### src/rtl/axis_traffic_gen.sv
// Uniform-random single-flit AXI-Stream packet source, stamping tick and per-destination sequence.
// Optional macro AXIS_TG_NO_SELF_EN remaps self-addressed flits to the next router.
module axis_traffic_gen #(
  parameter int          COUNT_WIDTH = 32,
  parameter int          TID         = 0,
  parameter int          TDATA_WIDTH = 512,
  parameter int          TDEST_WIDTH = 2,
  parameter int          TID_WIDTH   = 2,
  parameter int          NUM_ROUTERS = 2,
  parameter int          RATE        = 128,
  parameter int          NUM_PACKETS = 0,
  parameter logic [31:0] SEED        = 32'hACE1_2468
) (
  input  logic                               clk,
  input  logic                               rst_n,
  input  logic [TDATA_WIDTH/2-1:0]           ticks,
  input  logic                               enable,
  output logic [NUM_ROUTERS*COUNT_WIDTH-1:0] sent_packets,
  output logic [COUNT_WIDTH-1:0]             total_sent_packets,
  output logic                               done,
  output logic                               axis_out_tvalid,
  input  logic                               axis_out_tready,
  output logic [TDATA_WIDTH-1:0]             axis_out_tdata,
  output logic                               axis_out_tlast,
  output logic [TID_WIDTH-1:0]               axis_out_tid,
  output logic [TDEST_WIDTH-1:0]             axis_out_tdest
);

  localparam int                     HALF      = TDATA_WIDTH / 2;
  localparam logic [31:0]            LFSR_MASK = 32'h8020_0003;
  localparam logic [31:0]            SEED_MIX  = SEED ^ 32'(TID);
  localparam logic [31:0]            LFSR_INIT = (SEED_MIX == 32'd0) ? 32'd1 : SEED_MIX;
  localparam logic [8:0]             RATE9     = 9'(RATE);
  localparam logic [15:0]            NR16      = 16'(NUM_ROUTERS);
  localparam logic [COUNT_WIDTH-1:0] LIMIT     = COUNT_WIDTH'(NUM_PACKETS);
  localparam logic                   LIMIT_EN  = (NUM_PACKETS != 0);
  localparam logic [TDEST_WIDTH-1:0] TID_D     = TDEST_WIDTH'(TID);
  localparam logic [TDEST_WIDTH-1:0] ALT_D     = TDEST_WIDTH'((TID + 1) % NUM_ROUTERS);
`ifdef AXIS_TG_NO_SELF_EN
  localparam logic                   DEST_OK   = (NUM_ROUTERS > 1);
`else
  localparam logic                   DEST_OK   = 1'b1;
`endif

  typedef enum logic [1:0] {S_IDLE = 2'd0, S_ACTIVE = 2'd1, S_DONE = 2'd2} state_t;

  state_t                 state_r, state_next_s;
  logic [31:0]            lfsr_r, lfsr_next_s;
  logic                   tvalid_r;
  logic [TDATA_WIDTH-1:0] tdata_r, tdata_next_s;
  logic [TDEST_WIDTH-1:0] tdest_r, raw_dest_s, dest_s;
  logic [COUNT_WIDTH-1:0] sent_r [NUM_ROUTERS];
  logic [COUNT_WIDTH-1:0] total_r, seq_s;
  logic                   hs_s, last_hs_s, eligible_s, inject_s;

  // Slot control: handshake, limit detection, injection decision and next flit contents.
  always_comb begin
    hs_s        = tvalid_r & axis_out_tready;
    last_hs_s   = hs_s & LIMIT_EN & ((total_r + COUNT_WIDTH'(1)) == LIMIT);
    lfsr_next_s = lfsr_r[0] ? ({1'b0, lfsr_r[31:1]} ^ LFSR_MASK) : {1'b0, lfsr_r[31:1]};
    raw_dest_s  = TDEST_WIDTH'(lfsr_r[31:16] % NR16);
`ifdef AXIS_TG_NO_SELF_EN
    dest_s      = (raw_dest_s == TID_D) ? ALT_D : raw_dest_s;
`else
    dest_s      = raw_dest_s;
`endif
    eligible_s  = (state_r == S_ACTIVE) & enable & (~tvalid_r | hs_s) & ~last_hs_s;
    inject_s    = eligible_s & DEST_OK & ({1'b0, lfsr_r[7:0]} < RATE9);
    // A handshake to the same destination in this cycle already counts toward the new seq.
    seq_s = '0;
    for (int r = 0; r < NUM_ROUTERS; r++) begin
      seq_s = (dest_s == TDEST_WIDTH'(r))
            ? (sent_r[r] + ((hs_s && (tdest_r == TDEST_WIDTH'(r))) ? COUNT_WIDTH'(1) : COUNT_WIDTH'(0)))
            : seq_s;
    end
    tdata_next_s                    = '0;
    tdata_next_s[TDATA_WIDTH-1:HALF] = ticks;
    tdata_next_s[COUNT_WIDTH-1:0]    = seq_s;
  end

  // Next-state logic; DONE is only left through reset.
  always_comb begin
    state_next_s = state_r;
    case (state_r)
      S_IDLE:   state_next_s = enable ? S_ACTIVE : S_IDLE;
      S_ACTIVE: begin
        if (last_hs_s) begin
          state_next_s = S_DONE;
        end else if (!enable && !tvalid_r) begin
          state_next_s = S_IDLE;
        end else begin
          state_next_s = S_ACTIVE;
        end
      end
      S_DONE:   state_next_s = S_DONE;
      default:  state_next_s = S_IDLE;
    endcase
  end

  // State register.
  always_ff @(posedge clk or negedge rst_n) begin
    if (!rst_n) begin
      state_r <= S_IDLE;
    end else begin
      state_r <= state_next_s;
    end
  end

  // LFSR and output slot; payload is held until the flit is handshaken.
  always_ff @(posedge clk or negedge rst_n) begin
    if (!rst_n) begin
      lfsr_r   <= LFSR_INIT;
      tvalid_r <= 1'b0;
      tdata_r  <= '0;
      tdest_r  <= '0;
    end else begin
      if (state_r == S_ACTIVE) begin
        lfsr_r <= lfsr_next_s;
      end
      if (inject_s) begin
        tvalid_r <= 1'b1;
        tdata_r  <= tdata_next_s;
        tdest_r  <= dest_s;
      end else if (hs_s) begin
        tvalid_r <= 1'b0;
      end
    end
  end

  // Handshake counters, wrapping at the counter width.
  always_ff @(posedge clk or negedge rst_n) begin
    if (!rst_n) begin
      total_r <= '0;
      for (int r = 0; r < NUM_ROUTERS; r++) sent_r[r] <= '0;
    end else if (hs_s) begin
      total_r <= total_r + COUNT_WIDTH'(1);
      for (int r = 0; r < NUM_ROUTERS; r++) begin
        if (tdest_r == TDEST_WIDTH'(r)) sent_r[r] <= sent_r[r] + COUNT_WIDTH'(1);
      end
    end
  end

  for (genvar g = 0; g < NUM_ROUTERS; g++) begin : g_sent
    assign sent_packets[g*COUNT_WIDTH +: COUNT_WIDTH] = sent_r[g];
  end

  assign total_sent_packets = total_r;
  assign done               = (state_r == S_DONE);
  assign axis_out_tvalid    = tvalid_r;
  assign axis_out_tdata     = tdata_r;
  assign axis_out_tdest     = tdest_r;
  assign axis_out_tlast     = 1'b1;
  assign axis_out_tid       = TID_WIDTH'(TID);

endmodule

### config.mk
export PLATFORM = sky130hd
export DESIGN_NAME = axis_traffic_gen
export DESIGN_NICKNAME = d
export VERILOG_FILES = /design/src/rtl/axis_traffic_gen.sv
export SDC_FILE = /design/constraint.sdc
export NUM_CORES = 1
export LEC_CHECK = 0
export BUFFER_PORTS_ARGS = -buffer_cell sky130_fd_sc_hd__buf_2
export CORE_AREA = 2 2 340 342
export CTS_BUF_LIST = sky130_fd_sc_hd__clkbuf_4
export DETAILED_ROUTE_END_ITERATION = 12
export DIE_AREA = 0 0 342 344
export HOLD_SLACK_MARGIN = 0.1
export SETUP_SLACK_MARGIN = 0.05
export SYNTH_ARGS = -nofsm -noshare
export SYNTH_HDL_FRONTEND = slang
export SYNTH_SLANG_ARGS = --single-unit
### constraint.sdc
create_clock -name clk -period 4.75 [get_ports clk]
set_clock_uncertainty 0.05 [all_clocks]
set_input_delay 0.95 -clock clk [delete_from_list [all_inputs] [get_ports clk]]
set_output_delay 0.95 -clock clk [all_outputs]
set_load 0.02 [all_outputs]
==> results of run 1 <==
cells in the final DEF, fill, tap and decap left out, drive strengths merged, types with 3 or more instances in the layout:
master and n:
nor3 24, o211ai 8, diode 6, mux2 32
or2 3, mux2i 9, and4 9, clkbuf 176
nand4 42, nor2 46, clkinv 24, and3 9
inv 17, dfrtp 407, nand2b 4, nor4 17
nand3 44, o21ai 18, o221ai 11, dlygate4sd3 250
a21oi 6, or3 4, buf 659, nand2 866
xor2 69, dfstp 13, xnor2 78, and2 9
conb 228, ha 7, or4 3
sequential cells by signal (all words and copies together), names as in the netlist:
name,count
lfsr_r,32
axis_out_tdata,288
state_r,2
axis_out_tvalid,1
sent_packets,64
total_sent_packets,32
axis_out_tdest,1
synth_stat cells, drive strengths merged, types with 3 or more instances:
| cell | count | area (sq um) |
|---|---|---|
| nor4 | 17 | 197.7 |
| mux2i | 9 | 90.09 |
| clkbuf | 67 | 254.0 |
| xor2 | 69 | 604.3 |
| or3 | 4 | 30.03 |
| nand2b | 4 | 25.02 |
| mux2 | 32 | 360.4 |
| and2 | 9 | 56.30 |
| nand4 | 42 | 290.3 |
| o211ai | 8 | 65.06 |
| buf | 260 | 1883 |
| inv | 13 | 48.79 |
| o221ai | 11 | 96.34 |
| ha | 7 | 87.58 |
| nor3 | 24 | 141.4 |
| dfrtp | 407 | 10180 |
| and3 | 9 | 61.31 |
| nand3 | 44 | 225.2 |
| nor2 | 46 | 187.7 |
| dfstp | 13 | 341.6 |
| or2 | 3 | 18.77 |
| o21ai | 18 | 90.08 |
| and4 | 9 | 78.83 |
| a21oi | 6 | 30.03 |
| or4 | 3 | 26.27 |
| nand2 | 866 | 3251 |
| xnor2 | 78 | 683.2 |
path summary, 6_finish.rpt:
check | to | slack [ns] | cells past startpoint
setup reg to reg | axis_out_tdata[30]$_DFFE_PN0P_ | 1.71 | 10
setup / recovery | axis_out_tdata[30]$_DFFE_PN0P_ | 1.71 | 10
min in group asynchronous | sent_packets[53]$_DFFE_PN0N_ | 0.49 | 2
hold reg to reg | axis_out_tdata[424]$_DFFE_PN0P_ | 0.41 | 2
hold / removal | axis_out_tdata[492]$_DFFE_PN0P_ | 0.25 | 3
max in group asynchronous | axis_out_tdata[494]$_DFFE_PN0P_ | 2.92 | 3
power groups by stage:
stage / registers, mW / clock network [mW] / logic [mW]
2_1_floorplan: 6.96 / 0 / 1.86
3_3_place_gp: 5.70 / 0 / 5.23
3_5_place_dp: 5.71 / 0 / 5.29
4_1_cts: 5.69 / 3.52 / 5.45
5_1_grt: 5.86 / 3.71 / 5.90
6_report: 5.71 / 3.34 / 5.39
what timing repair did:
action | in CTS | in global routing
buffers inserted | 0 | 0
hold endpoints to repair | 322 | 0
hold buffers | 250 | 0
final cells by class:
type	instances	area [sq um]	area share, %
clock inverters	29	145.1	0.5257
well taps	1512	1892	6.853
flip-flops and latches	420	10530	38.13
diodes	6	15.01	0.05439
multi-input cells	1564	7715	27.95
repair buffers	909	5943	21.53
clock buffers	176	1321	4.786
inverters	13	48.80	0.1768
cell families after synthesis:
family | synth area share (%)
other | 0.03838
muxes | 2.302
adders and majority gates | 0.4475
xor gates and xnor gates | 6.579
buffers and inverters | 11.17
and+or+nand+nor | 23.73
AOI/OAI and AO/OA | 1.944
DFF | 53.79
per-layer routing:
| layer | wire [microns] | track usage, % |
|---|---|---|
| met5 | 91 | 0 |
| met4 | 2488 | 4.642 |
| met3 | 7378 | 4.856 |
| met2 | 32080 | 17.51 |
| met1 | 30050 | 14.43 |
metrics by stage:
| stage | std cells | util, % |
|---|---|---|
| final | 4629 | 24.24 |
| after global routing | 4628 | 24.24 |
| after CTS | 4623 | 24.23 |
| after detailed placement | 4168 | 20.74 |
| after global placement | 4168 | 20.74 |
| after floorplan | 2324 | - |
critical path: stages, from the launching register on:
cell and delay [ns]:
dfrtp_1 0.32, buf_4 0.19, nand2_1 0.19, nor2_1 0.32, ha_1 0.30, ha_1 0.26, nand3_1 0.14, or3_4 0.46
o31a_1 0.31, o21ai_0 0.23, o211ai_1 0.12
==> key figures, run 1 <==
Power
  • Leak pwr: about 15 nW
  • Maximum VDD drop: ~0.00029 V
  • Switching Share: between 40% and 50%
  • Clock power share: 23.1%
  • Cell Int Power: ~8.3 mW
  • Pwr Density: ~520 nW/um^2
  • Total Power: 14.44 mW
  • Combinational power share: 37.3%
  • Seq pwr share: approximately 40%
  • P_sw: 6.170 mW

Timing
  • PnR worst setup slack: between 1.5 and 2 ns
  • Worst hold slack: 0.2455 ns
  • Worst Tran Pin Value: between 0.8 and 0.9 ns
  • Slew HR: around 44%
  • Fin crit share: between 60 and 70%
  • Final TNS setup: 0 ns
  • RSZ-0062 raised after global routing: false
  • Final hold vios: 0
  • Slew Viols, Final: 0
  • Min cycle time layout: slightly above 3 ns
  • Setup Viol. Count Final: 0
  • Fmax: 329.2 MHz

Setup path
  • CP endpoint kind: register
  • RR Startpoint: axis_out_tvalid$_DFFE_PN0P_
  • CP max FO: 12
  • Setup crit start kind: register
  • CP startpoint: axis_out_tvalid$_DFFE_PN0P_
  • Arrival @ worst endpoint: 3.81 ns
  • Crit path kind: reg -> reg
  • CP required: around 5.5 ns

Floorplanning
  • Core outline area: about 110,000 sq um
  • Die Y: around 340 microns
  • Starting Density: around 17%
  • Die area: between 100,000 and 150,000 sq um
  • DIE WIDTH: about 340 microns
  • I/O pins: ~880
  • # rows: 124

Clock tree
  • Clock latency on the worst-skew pair: between 0.9 and 1 ns
  • # resized after CTS: 0
  • Clk buf depth: 3
  • CTS tree: built
  • CTS Buf Count: 120
  • CTS Sinks: 420
  • Root buffer cell: clkbuf_4
  • CTS clk-pin slew, worst paths: roughly 0.070 ns
  • H-tree Lvls: 3

Place
  • GPL Wtd Cong: between 0.8 and 0.9
  • DP HPWL: between 50 and 60 mm
  • Port bufs: about 650
  • Post-Place Setup Slack: between 1 and 1.5 ns
  • Placed cell areas: 23,620 sq um

Drt
  • Vias: 17,210
  • Iteration-0 DRC count of the detailed router: between 800 and 900
  • Final ANT Viol Nets: 0
  • Via-per-instance ratio: 3.718
  • Final WL: just over 70 mm
  • DR DRC count: 0
  • DRT Pass-1 Iters: 5
  • Routed wire length per instance: 15.57 microns

Global routing
  • GRT Total Usage: 11.54%
  • Wire length of the first global-routing pass: 103.0 mm
  • Largest net degree at the start of global routing: 131
  • Initial antenna violation count: 13
  • Vias in the first global route: between 15,000 and 20,000
  • GRT Residual Overflow: 0

Synth
  • Netlist Area Pre-Place: roughly 20,000 sq um
  • Cell variety after synth: 60
  • Post-Synthesis Cells: between 2,000 and 2,500
  • Asr flop ratio synth: between 90% and 100%
  • Number of synthesized flops with an enable pin: 0
  • Main synth FF type: dfrtp_1
  • Yosys Warn Count: 0
  • #FFs+latches synth: 420
  • Register area share after synthesis: about 54%
  • Syn_area_per_cell: about 9.3 sq um

Layout
  • Filler Cell Count: between 10,000 and 15,000
  • Final Cell Area: ~28,000 sq um
  • Area growth from synthesis to layout: 41.07%
  • Nets@finish: between 3,000 and 4,000
  • Share of cells above drive strength 1: between 20% and 30%

Status
  • Status: completed

Flow run
  • Maxcap violations: 0

Hold path
  • Hold crit path type: in -> reg
  • Hold Path Origin: ticks[236]
Note: power is estimated with default switching activity, not from simulation.
==> run 2: changes to the inputs <==
--- a/config.mk
+++ b/config.mk
@@ -6,10 +6,10 @@
 export NUM_CORES = 1
 export LEC_CHECK = 0
 export BUFFER_PORTS_ARGS = -buffer_cell sky130_fd_sc_hd__buf_2
-export CORE_AREA = 2 2 340 342
+export CORE_AREA = 2 2 344 346
 export CTS_BUF_LIST = sky130_fd_sc_hd__clkbuf_4
 export DETAILED_ROUTE_END_ITERATION = 12
-export DIE_AREA = 0 0 342 344
+export DIE_AREA = 0 0 346 348
 export HOLD_SLACK_MARGIN = 0.1
 export SETUP_SLACK_MARGIN = 0.05
 export SYNTH_ARGS = -nofsm -noshare
==> constraint.sdc (replaced) <==
create_clock -name clk -period 2.9 [get_ports clk]
set_clock_uncertainty 0.05 [all_clocks]
set_input_delay 0.58 -clock clk [delete_from_list [all_inputs] [get_ports clk]]
set_output_delay 0.58 -clock clk [all_outputs]
set_load 0.02 [all_outputs]
==> key figures, run 2 (synthesis gave the netlist of run 1 again) <==
Clock tree
  • CTS clk-pin slew, worst paths: 0.07 ns (about the same)
  • CTS Sinks: 420 (unchanged)
  • Root buffer cell: clkbuf_4
  • CTS Buf Count: 118 (-1.7%)
  • Post-CTS setup buffer count: 0 (unchanged)
  • Clock latency on the worst-skew pair: 0.99 ns (+0.03 ns)
  • CTS tree: built
  • H-tree Lvls: 3 (unchanged)
  • Clk buf depth: 3 (unchanged)

Power
  • Maximum VDD drop: 0.0005295 V (+81%)
  • Leak pwr: 15.57 nW (+7.2%)
  • Pwr Density: 817.0 nW/um^2 (+56%)

Drt
  • DR DRC count: 0 (unchanged)
  • Iteration-0 DRC count of the detailed router: 1,099 (+27%)
  • Vias: 18,520 (+7.6%)
  • DRT Pass-1 Iters: 7 (+2)
  • Final ANT Viol Nets: 0 (unchanged)
  • Routed wire length per instance: 15.77 microns (+1.3%)
  • Final WL: 77.08 mm (+6.9%)
  • Via-per-instance ratio: 3.789 (+1.9%)

Hold path
  • Hold crit path type: in -> reg

Floorplanning
  • DIE WIDTH: 346 microns (+1.2%)
  • Die area: 120,400 sq um (+2.3%)
  • Die Y: 348 microns (+1.2%)
  • # rows: 126 (+1.6%)
  • Starting Density: 16.73% (-0.46 points)
  • I/O pins: 875 (unchanged)
  • Core outline area: 117,000 sq um (+2.7%)

Layout
  • Nets@finish: 3,512 (+6.6%)
  • Commonest non-fill, non-tap cell in the layout: nand2_1
  • Max reg flops: 288 (unchanged)
  • Area growth from synthesis to layout: 52.71%
  • Most frequent cells in the layout: 865 x nand2_1, 645 x buf_2, 407 x dfrtp_1, 402 x dlygate4sd3_1, 228 x conb_1
  • Share of cells above drive strength 1: 29.59% (about the same)
  • Final Cell Area: 29,880 sq um (+8.2%)
  • Final design utilization: 25.55% (+1.3 points)

Timing
  • Setup Viol. Count Final: 0 (unchanged)
  • PnR worst setup slack: 0.3191 ns (-1.393 ns)
  • Min cycle time layout: 2.581 ns (-0.4565 ns)
  • Fmax: 387.5 MHz (+18%)
  • RSZ-0062 raised after global routing: false
  • Slew Viols, Final: 0 (unchanged)
  • Slew HR: 53.51% (+9.3 points)
  • Worst Tran Pin Value: 0.6910 ns (-0.1383 ns)
  • Final TNS setup: 0 ns (unchanged)
  • Final hold vios: 0 (unchanged)
  • Fin crit share: 89.00% (+25 points)

Global routing
  • Initial antenna violation count: 10 (-3)
  • GRT Total Usage: 12.28% (+0.74 points)
  • GRT Residual Overflow: 0 (unchanged)
  • Vias in the first global route: 18,810 (+11%)
  • Wire length of the first global-routing pass: 113.0 mm (+9.8%)
  • Largest net degree at the start of global routing: 92 (-30%)

Setup path
  • Reg2reg setup slack: 0.32 ns (-1.39 ns)
  • CP Cell Sequence: buf_4, and3_1, ha_1, ha_1, inv_1, nor4_4, and4_1, o211ai_1, o221a_2
  • CP max FO: 9 (-3)
  • CP required: 3.74 ns (-1.79 ns)
  • Most frequent cell on the critical path: ha_1
  • CP endpoint kind: register
  • Arrival @ worst endpoint: 3.42 ns (-0.39 ns)
  • Slowest CP cell: nor4_4
  • CP max stage delay: 0.56 ns (+0.10 ns)
  • Setup crit start kind: register
  • Crit path kind: reg -> reg

Place
  • Placed cell areas: 24,260 sq um (+2.7%)
  • Port bufs: 646 (unchanged)
  • Post-Place Setup Slack: -0.01881 ns (-1.044 ns)
  • GPL Wtd Cong: 0.8599 (-0.59%)
  • DP HPWL: 52.72 mm (+2.4%)

Status
  • Status: completed

Flow run
  • Maxcap violations: 0 (unchanged)
[run 2: worst paths after layout]
check / from / endpoint / depth (start not counted)
min in group asynchronous: rst_n / axis_out_tdata[29]$_DFFE_PN0P_ / 3
max in group asynchronous: rst_n / axis_out_tdata[339]$_DFFE_PN0P_ / 3
min reg2reg: state_r[1]$_DFF_PN0_ / state_r[0]$_DFF_PN0_ / 1
max reg2reg: axis_out_tvalid$_DFFE_PN0P_ / axis_out_tdata[24]$_DFFE_PN0P_ / 9
max: axis_out_tvalid$_DFFE_PN0P_ / axis_out_tdata[24]$_DFFE_PN0P_ / 9
min: ticks[187] / axis_out_tdata[443]$_DFFE_PN0P_ / 4
[run 2: critical path, delay by kind of cell (launching register included)]
kind / cells / cell delay [ns]
compound gates: 2 / 0.23
flops: 1 / 0.34
simple gates: 3 / 1.07
fa+ha+maj: 2 / 0.44
buf+inv: 2 / 0.35
[run 2: area by class of cell]
| type | count | area (sq um) |
|---|---|---|
| Sequential cell | 420 | 10530 |
| Clock inverter | 42 | 232.7 |
| Clock buffer | 175 | 1314 |
| Timing Repair Buffer | 1128 | 8100 |
| Tap cell | 1536 | 1922 |
| Multi-Input combinational cell | 1564 | 7715 |
| Antenna cell | 10 | 25.02 |
| Fill cell | 12340 | 87090 |
| Inverter | 13 | 48.80 |
[run 2: per-layer routing]
metal | track usage [%] | vias up | routed length (microns)
met3 | 4.610 | 214 | 7058
met4 | 7.228 | 6 | 3968
met1 | 14.41 | 8799 | 30940
met2 | 19.14 | 898 | 35070
met5 | 0 | - | 40
li1 | - | 8606 | -
[run 2: power by group]
group	switching, mW	internal (mW)	total (mW)
Sequential	1.51	7.98	9.48
Combinational	6.10	3.14	9.24
Clock	2.75	2.94	5.69
[run 2: metrics by stage]
stage	power, mW	hold slack [ns]	instances
5_1_grt	26.05	0.1385	4887
6_report	24.41	0.3030	4888
4_1_cts	24.66	0.1001	4878
2_1_floorplan	14.46	0.2344	2324
3_5_place_dp	18.27	0.3983	4258
3_3_place_gp	18.15	0.3822	4258
[run 2: timing repair]
action / CTS / global route
endpoints found under the setup margin: 0 / 0
gates resized for setup: 0 / 0
hold endpoints to repair: 687 / 0
hold buffers: 403 / 0
==> run 3: changes to the inputs <==
--- a/config.mk
+++ b/config.mk
@@ -5,7 +5,7 @@
 export SDC_FILE = /design/constraint.sdc
 export NUM_CORES = 1
 export LEC_CHECK = 0
-export BUFFER_PORTS_ARGS = -buffer_cell sky130_fd_sc_hd__buf_2
+export BUFFER_PORTS_ARGS = -buffer_cell sky130_fd_sc_hd__buf_4
 export CORE_AREA = 2 2 344 346
 export CTS_BUF_LIST = sky130_fd_sc_hd__clkbuf_4
 export DETAILED_ROUTE_END_ITERATION = 12
==> key figures, run 3 (synthesis gave the netlist of run 1 again) <==
Status
  • Status: completed

Clock tree
  • # resized after CTS: 0 (unchanged)
  • Clk buf depth: 3 (unchanged)
  • CTS clk-pin slew, worst paths: 0.07 ns (about the same)
  • H-tree Lvls: 3 (unchanged)
  • CTS tree: built
  • Clock latency on the worst-skew pair: 1.03 ns (+0.04 ns)
  • CTS Buf Count: 118 (unchanged)
  • CTS Sinks: 420 (unchanged)
  • Root buffer cell: clkbuf_4

Timing
  • RSZ-0062 raised after global routing: false
  • Slew Viols, Final: 0 (unchanged)
  • Worst hold slack: 0.2959 ns (-0.007097 ns)
  • Setup Viol. Count Final: 0 (unchanged)
  • PnR worst setup slack: 0.4063 ns (+0.08721 ns)
  • Fmax: 401.0 MHz (+3.5%)
  • Slew HR: 50.74% (-2.8 points)
  • Worst Tran Pin Value: 0.7322 ns (+0.04122 ns)
  • Final TNS setup: 0 ns (unchanged)
  • Fin crit share: 85.99% (-3.0 points)
  • Min cycle time layout: 2.494 ns (-0.08721 ns)
  • Final hold vios: 0 (unchanged)

Power
  • Maximum VDD drop: 0.0005370 V (+1.4%)
  • Pwr Density: 812.4 nW/um^2 (-0.56%)
  • Leak pwr: 15.95 nW (+2.4%)

Drt
  • Final ANT Viol Nets: 0 (unchanged)
  • Final WL: 77.13 mm (about the same)
  • Vias: 18,330 (-1.1%)
  • Routed wire length per instance: 15.81 microns (+0.27%)
  • Via-per-instance ratio: 3.757 (-0.87%)
  • Iteration-0 DRC count of the detailed router: 1,026 (-6.6%)
  • DR DRC count: 0 (unchanged)
  • DRT Pass-1 Iters: 5 (-2)

Layout
  • Non-Filler Instances: 4,878 (-0.20%)
  • Filler Cell Count: 12,180 (-1.3%)
  • Nets@finish: 3,505 (-0.20%)
  • Max reg flops: 288 (unchanged)
  • Area growth from synthesis to layout: 61.12%
  • Most frequent cells in the layout: 865 x nand2_1, 687 x buf_4, 415 x dlygate4sd3_1, 407 x dfrtp_1, 228 x conb_1
  • Share of cells above drive strength 1: 29.35% (-0.25 points)
  • Commonest non-fill, non-tap cell in the layout: nand2_1

Floorplanning
  • # rows: 126 (unchanged)
  • I/O pins: 875 (unchanged)
  • Die Y: 348 microns (unchanged)
  • Core outline area: 117,000 sq um (unchanged)
  • Starting Density: 16.73% (unchanged)
  • DIE WIDTH: 346 microns (unchanged)
  • Die area: 120,400 sq um (unchanged)

Setup path
  • CP delay by family, top: flip-flops
  • Slowest CP cell: dfrtp_1
  • CP endpoint kind: output pin
  • CP bufs+invs: 1 (-1)
  • CP Cell Sequence: buf_4
  • Arrival @ worst endpoint: 1.86 ns (-1.56 ns)
  • Crit path kind: reg -> out
  • CP max stage delay: 0.56 ns (about the same)
  • Setup crit start kind: register
  • CP max FO: 9 (unchanged)
  • CP required: 2.27 ns (-1.47 ns)

Global routing
  • Initial antenna violation count: 6 (-4)
  • GRT Residual Overflow: 0 (unchanged)
  • Vias in the first global route: 18,840 (+0.14%)
  • Largest net degree at the start of global routing: 68 (-26%)
  • GRT Total Usage: 12.39% (+0.11 points)
  • Wire length of the first global-routing pass: 114.3 mm (+1.2%)

Flow run
  • Maxcap violations: 0 (unchanged)

Place
  • DP HPWL: 53.26 mm (+1.0%)
  • DP Cell Count: 4,238 (-0.47%)
  • Port bufs: 646 (unchanged)
  • GPL Wtd Cong: 0.8314 (-3.3%)
  • Post-Place Setup Slack: -0.01174 ns (+0.007071 ns)

Hold path
  • Hold crit path type: in -> reg
[run 3: changes by cell type in the layout (fill, tap and decap cells not counted), moves of 4 or more]
cell | before | now
buf_2 | 645 | 0
buf_4 | 62 | 687
clkbuf_4 | 175 | 184
clkinv_1 | 30 | 21
diode_2 | 10 | 6
dlygate4sd3_1 | 402 | 415
[run 3: tightest hold or removal path, cell delays in order]
cell and delay (ns):
dlygate4sd3_1 0.53, buf_4 0.10, nand2_1 0.04, nand2_1 0.05
[run 3: power breakdown]
| group | switching, mW | total [mW] | internal, mW | leakage (nW) |
|---|---|---|---|---|
| logic | 6.14 | 10.4 | 4.21 | 9.65 |
| clock network | 2.76 | 5.84 | 3.08 | 0.959 |
| registers | 1.44 | 9.42 | 7.98 | 5.33 |
| total | 10.3 | 25.6 | 15.3 | 15.9 |
[run 3: path summary, 6_finish.rpt]
| check | end | cells after the start | slack [ns] | start |
|---|---|---|---|---|
| setup / recovery | sent_packets[2] | 1 | 0.41 | sent_packets[2]$_DFFE_PN0N_ |
| hold / removal | axis_out_tdata[406]$_DFFE_PN0P_ | 4 | 0.30 | ticks[150] |
| setup reg to reg | axis_out_tdata[30]$_DFFE_PN0P_ | 8 | 0.42 | axis_out_tdest[0]$_DFFE_PN0P_ |
| hold reg to reg | state_r[0]$_DFF_PN0_ | 1 | 0.41 | state_r[1]$_DFF_PN0_ |
| max in group asynchronous | total_sent_packets[6]$_DFFE_PN0N_ | 3 | 2.06 | rst_n |
| min in group asynchronous | axis_out_tdata[31]$_DFFE_PN0P_ | 3 | 0.31 | rst_n |
[run 3: cell type report]
class	instances	area, sq um	share of cell area [%]
flip-flops and latches	420	10530	33.39
repair buffers	1121	9694	30.75
multi-input cells	1564	7715	24.47
well taps	1536	1922	6.095
clock buffers	184	1381	4.381
clock inverters	34	226.5	0.7183
inverters	13	48.80	0.1548
diodes	6	15.01	0.04762
[run 3: routing by layer]
metal  track usage [%]  vias to the layer above  wire length [microns]
met2             19.49                      789                  35580
met1             15.28                     8779                  32300
li1                  -                     8570                      -
met4             5.739                        2                   3109
met3             4.168                      185                   6136
met5                 0                        -                     11
[run 3: stage by stage]
| step | total power [mW] | area [sq um] | utilization [%] |
|---|---|---|---|
| after floorplan | 14.46 | 20420 | - |
| after global placement | 19.25 | 25720 | 21.99 |
| after detailed placement | 19.37 | 25720 | 21.99 |
| after CTS | 25.92 | 31510 | 26.94 |
| after global routing | 27.29 | 31530 | 26.95 |
| final | 25.61 | 31530 | 26.95 |
[run 3: what timing repair did]
item	4_1_cts	5_1_grt
hold endpoints to repair	696	0
hold buffers	416	0
setup buffers	0	0
